<file path="config.mk">
export PLATFORM = sky130hd
export DESIGN_NAME = lcd_msg_arbiter
export DESIGN_NICKNAME = d
export VERILOG_FILES = /design/src/rtl/lcd_msg_arbiter.sv
export SDC_FILE = /design/constraint.sdc
export NUM_CORES = 1
export LEC_CHECK = 0
export CORE_MARGIN = 2
export CORE_UTILIZATION = 44
export DETAILED_ROUTE_END_ITERATION = 12
export PLACE_DENSITY_LB_ADDON = 0.08
export SYNTH_ARGS = -nofsm -noshare
export SYNTH_HDL_FRONTEND = slang
export SYNTH_SLANG_ARGS = --single-unit
</file>
<file path="constraint.sdc">
create_clock -name clk -period 2.8 [get_ports clk]
set_clock_uncertainty 0.1 [all_clocks]
set_input_delay 0.7 -clock clk [delete_from_list [all_inputs] [get_ports clk]]
set_output_delay 0.7 -clock clk [all_outputs]
set_load 0.02 [all_outputs]
</file>
<file path="src/rtl/lcd_msg_arbiter.sv">
// lcd_msg_arbiter: round-robin owner of a two-line text LCD driver shared by N_REQ message sources.
// Latency: req seen in IDLE -> grant next cycle -> chars on line*_data the cycle after, held DWELL_CYC cycles.
// Backpressure: req is a level held until done; requests arriving while busy wait for the next IDLE cycle.
//
// Ports:
//   clk                  rising-edge system clock
//   rst                  asynchronous, active-low reset
//   req[N_REQ]           per-requester display request (level)
//   req_line1/2[8*N_REQ] per-requester chars, requester i at [8i+7:8i]
//   grant[N_REQ]         one-hot owner of the LCD (LOAD and SHOW)
//   done[N_REQ]          one-cycle pulse when an owner's dwell completes normally
//   line1_data/line2_data chars to the LCD driver (IDLE_CHAR when nothing is shown)
//   lcd_enable           LCD driver enable, high from the first edge after reset
//   busy                 high whenever the arbiter is not idle
//
// Optional feature macro: LCD_PRIO0_EN -- requester 0 becomes urgent: it wins every IDLE pick,
// preempts any other owner in SHOW, and serving it leaves the round-robin pointer untouched.

module lcd_msg_arbiter #(
    parameter int         N_REQ     = 4,
    parameter int         DWELL_CYC = 1000,
    parameter logic [7:0] IDLE_CHAR = 8'h20
) (
    input  logic                 clk,
    input  logic                 rst,
    input  logic [N_REQ-1:0]     req,
    input  logic [8*N_REQ-1:0]   req_line1,
    input  logic [8*N_REQ-1:0]   req_line2,
    output logic [N_REQ-1:0]     grant,
    output logic [N_REQ-1:0]     done,
    output logic [7:0]           line1_data,
    output logic [7:0]           line2_data,
    output logic                 lcd_enable,
    output logic                 busy
);

    localparam int PTR_W = $clog2(N_REQ);
    localparam int CNT_W = $clog2(DWELL_CYC + 1);

    localparam logic [CNT_W-1:0] CNT_LAST = CNT_W'(DWELL_CYC - 1);
    localparam logic [PTR_W:0]   N_WIDE   = (PTR_W + 1)'(N_REQ);
    localparam logic [PTR_W-1:0] PTR_MAX  = PTR_W'(N_REQ - 1);
    localparam logic [N_REQ-1:0] ONE_HOT0 = N_REQ'(1);

    typedef enum logic [1:0] {
        S_IDLE    = 2'd0,
        S_LOAD    = 2'd1,
        S_SHOW    = 2'd2,
        S_RELEASE = 2'd3
    } state_t;

    state_t           state;
    state_t           state_nxt;

    logic [PTR_W-1:0] rr_ptr;     // first requester examined in the next IDLE pick
    logic [PTR_W-1:0] w;          // current owner index
    logic [CNT_W-1:0] dwell_cnt;  // SHOW cycles already spent, minus one
    logic             adv_ptr;    // decided on leaving SHOW, applied in RELEASE

    // ------------------------------------------------------------------
    // Winner selection: first asserted req starting at rr_ptr, wrapping.
    // The scan runs from the farthest offset down to offset 0 so that the
    // nearest asserted requester is the last (and therefore kept) match.
    // ------------------------------------------------------------------
    logic [PTR_W-1:0] pick_idx;
    logic             pick_vld;
    logic [PTR_W:0]   scan_sum;
    logic [PTR_W-1:0] scan_idx;

    always_comb begin
        pick_idx = rr_ptr;
        pick_vld = 1'b0;
        scan_sum = '0;
        scan_idx = '0;
        for (int k = N_REQ - 1; k >= 0; k--) begin
            // rr_ptr < N_REQ and k < N_REQ, so one conditional subtract wraps it
            scan_sum = {1'b0, rr_ptr} + (PTR_W + 1)'(k);
            if (scan_sum >= N_WIDE) begin
                scan_sum = scan_sum - N_WIDE;
            end
            scan_idx = scan_sum[PTR_W-1:0];
            if (req[scan_idx]) begin
                pick_idx = scan_idx;
                pick_vld = 1'b1;
            end
        end
`ifdef LCD_PRIO0_EN
        if (req[0]) begin
            pick_idx = '0;
            pick_vld = 1'b1;
        end
`endif
    end

    // ------------------------------------------------------------------
    // SHOW exit conditions.
    // A dropped owner request takes precedence over normal completion, so
    // a requester that withdraws on its last dwell cycle gets no done.
    // ------------------------------------------------------------------
    logic owner_req;
    logic show_last;
    logic preempt;
    logic keep_ptr;
    logic show_exit;
    logic show_ok;

    assign owner_req = req[w];
    assign show_last = (dwell_cnt == CNT_LAST);

`ifdef LCD_PRIO0_EN
    // Requester 0 cuts in on anyone else; the preempted owner keeps its
    // place in the rotation (pointer untouched) unless it also withdrew.
    assign preempt  = req[0] && (w != '0);
    assign keep_ptr = (w == '0) || (owner_req && preempt);
`else
    assign preempt  = 1'b0;
    assign keep_ptr = 1'b0;
`endif

    assign show_exit = !owner_req || preempt || show_last;
    assign show_ok   = owner_req && !preempt && show_last;

    // ------------------------------------------------------------------
    // FSM: state register and next-state logic
    // ------------------------------------------------------------------
    always_ff @(posedge clk or negedge rst) begin
        if (!rst) begin
            state <= S_IDLE;
        end else begin
            state <= state_nxt;
        end
    end

    always_comb begin
        state_nxt = state;
        case (state)
            S_IDLE: begin
                if (pick_vld) begin
                    state_nxt = S_LOAD;
                end
            end
            S_LOAD: begin
                state_nxt = S_SHOW;
            end
            S_SHOW: begin
                if (show_exit) begin
                    state_nxt = S_RELEASE;
                end
            end
            S_RELEASE: begin
                state_nxt = S_IDLE;
            end
            default: begin
                state_nxt = S_IDLE;
            end
        endcase
    end

    assign busy = (state != S_IDLE);

    // ------------------------------------------------------------------
    // Datapath: all outputs are registered so the LCD driver sees clean
    // levels; grant/data/done change on the state-transition edges.
    // ------------------------------------------------------------------
    always_ff @(posedge clk or negedge rst) begin
        if (!rst) begin
            rr_ptr     <= '0;
            w          <= '0;
            dwell_cnt  <= '0;
            adv_ptr    <= 1'b0;
            grant      <= '0;
            done       <= '0;
            line1_data <= IDLE_CHAR;
            line2_data <= IDLE_CHAR;
            lcd_enable <= 1'b0;
        end else begin
            lcd_enable <= 1'b1;
            done       <= '0;
            case (state)
                S_IDLE: begin
                    dwell_cnt <= '0;
                    if (pick_vld) begin
                        w     <= pick_idx;
                        grant <= ONE_HOT0 << pick_idx;
                    end
                end
                S_LOAD: begin
                    // Chars are captured once here; later changes are ignored
                    line1_data <= req_line1[8*w +: 8];
                    line2_data <= req_line2[8*w +: 8];
                    dwell_cnt  <= '0;
                end
                S_SHOW: begin
                    if (show_exit) begin
                        grant      <= '0;
                        done       <= show_ok ? (ONE_HOT0 << w) : '0;
                        line1_data <= IDLE_CHAR;
                        line2_data <= IDLE_CHAR;
                        adv_ptr    <= !keep_ptr;
                    end else begin
                        dwell_cnt <= dwell_cnt + 1'b1;
                    end
                end
                S_RELEASE: begin
                    dwell_cnt <= '0;
                    if (adv_ptr) begin
                        rr_ptr <= (w == PTR_MAX) ? '0 : w + 1'b1;
                    end
                end
                default: begin
                    dwell_cnt <= '0;
                end
            endcase
        end
    end

endmodule

</file>
==> out/metrics.csv <==
metric,value,unit
status,"complete, no violations",
flop-to-flop setup slack,610,ps
1st-pass router iterations,4,
Final Core Density,0.672,
maximum buffer depth of the clock tree,2,
Setup TNS Final,0,ps
hold_buf cts,0,
final instance area,0.00370,mm^2
Max Transition Viols Final,0,
CP required,2000,ps
CTS tree,built,
Yosys top cell by area,dfrtp_1,
wire per inst,16.0,um
# nets final,392,
layout cells sized above 1,0.150,
CP endpoint kind,output pin,
#FFs+latches synth,42,
post-synthesis sequential area ratio,0.420,
worst r2r path cells,5,
minimum clock period,2540,ps
half-perimeter wire length after placement,4710,um
area grow syn2layout,47.6,%
Iteration-0 DRC Markers,132,
Total GRT Usage,0.203,
global-route wire length before repair,9880,um
Post-CTS Setup Inserts,0,
Rows,27,
critical path class,reg -> out,
Die Width,79.5,um
Residual DRC,0,
gr ovfl total,0,
most frequent cell after synthesis,dfrtp_1,
"EDFF count, synth",0,
initial antenna violation count,0,
global placer's final weighted congestion,0.745,
Max H-tree Level,2,
root buf cell,clkbuf_8,
Main synth FF type,dfrtp_1,
CP max FO,4,
Slew Limit Headroom,0.294,
die height,79.5,um
Synth area leaders,"dfrtp_1 40%, mux4_2 15%, mux2i_1 6.4%",
post-synthesis cell type count,43,
Post-synth ARST share,1.00,
vias,2112,
routed wire length,6180,um
max-cap violations,0,
n_diodes,0,
Reg2Reg Launch Point,dwell_cnt[0],
Area after DPL,0.00359,mm^2
DR vias/cell,5.49,
Sink Count,42,
Worst-Skew Late Latency,290,ps
I/O Pins,96,
post-cts sizing count,0,
pwr dens,837,mW/mm^2
count of final hold-check violations,0,
crit path DAT,1740,ps
Antenna Nets Post-Route,0,
Setup Viol. Count Final,0,
reg-to-reg critical path endpoint,line1_data[4],
CTS clock-pin slew for the worst setup and hold paths,80,ps
core area,0.00551,mm^2
Port Buf Inserts,95,
Final period util,0.908,
largest net degree at the start of global routing,23,
Num CTS Buffers,5,
Starting Density,0.456,
type of origin of the critical path,register,
Max Fclk,0.393,GHz
Synthesized Nets,287,
Synth top cells by count,"40 x dfrtp_1, 17 x mux4_2, 16 x mux2i_1",
post-synth top area share,0.399,
vias in the first global route,2096,
Post-Synthesis Cells,207,
LEAKAGE,0.00150,uW
RSZ-0062 raised after global routing,no,
synth warn,0,
Mapped Area,0.00251,mm^2
Hold WC Path Type,in -> async,
slew at the pin closest to its max-slew limit,1050,ps
maximum vdd drop,0.616,mV
die area,0.00632,mm^2
Mapped Avg Cell Area,12.1,um^2
-- registers in the layout (all words and copies together) (netlist names) --
| signal | cells |
|---|---|
| done | 4 |
| state | 2 |
| grant | 4 |
| dwell_cnt | 10 |
| rr_ptr | 2 |
| line1_data | 8 |
| adv_ptr | 1 |
| line2_data | 8 |
| w | 2 |
| lcd_enable | 1 |
-- cell usage in the layout (no fill, tap or decap), types with 2 or more instances in the layout --
master and n:
nand3_1 2, nand2_1 8, mux2_2 2, and4_1 2, a21oi_1 8, buf_4 15
xnor2_1 2, nor2_1 13, mux4_2 17, ha_1 10, nand4_1 5, inv_1 9
a211o_1 2, dfstp_2 2, xor2_1 5, nor2b_1 2, clkdlybuf4s50_1 94, o21a_1 2
o21ai_0 3, a32o_1 4, and2_1 5, nor3_1 4, and3_1 2, clkbuf_8 8
dfrtp_1 40, mux2i_1 16, o31ai_1 2, o2bb2ai_1 14
-- worst max-delay path: stages (launching register included) --
cell and delay, ps:
dfrtp_1 400, inv_1 100, ha_1 260, inv_1 90, clkdlybuf4s50_1 600
-- report_power, final --
group          total (uW)  internal, uW  switching, uW
Clock                 458           249            209
Combinational        1730           869            856
Sequential            913           779            134
Total                3100          1900           1200
-- layer usage --
layer	track usage	vias up	share of wire
met5	0	-	0
met4	0.0569	0	0.010
met3	0.0577	5	0.075
met2	0.345	82	0.52
met1	0.251	1028	0.40
li1	-	997	-
-- cell type report --
class	instances	area, um^2
fillers	445	1800
multi-input cells	144	1360
repair buffers	110	1060
flip-flops and latches	42	1050
clock buffers	8	110
well taps	72	90.1
inverters	9	33.8
-- logic make-up after synthesis --
family,Yosys count,synth area share
and+or+nand+nor,48,0.102
AOI/OAI and AO/OA,43,0.137
adders and majority gates,10,0.0499
DFF,42,0.420
muxes,35,0.225
other,1,0.00149
xor gates and xnor gates,7,0.0244
buffers and inverters,21,0.0394
-- stage by stage --
stage	setup slack, ps	std cells	hold WS (ps)	total power, uW
6_report	257	385	203	3100
5_1_grt	125	385	224	3310
4_1_cts	240	385	207	3140
3_5_place_dp	56.4	377	360	2680
3_3_place_gp	115	377	363	2620
2_1_floorplan	519	207	304	2040
-- worst max-delay path by stage --
stage	start	endpoint	cells after the start
2_1_floorplan	req[1]	grant[0]	6
3_3_place_gp	req[3]	line2_data[1]	5
3_5_place_dp	req[2]	line1_data[4]	5
4_1_cts	state[0]	busy	4
5_1_grt	state[0]	busy	4
6_report	state[0]	busy	4
(Power assumes the default switching activity.)
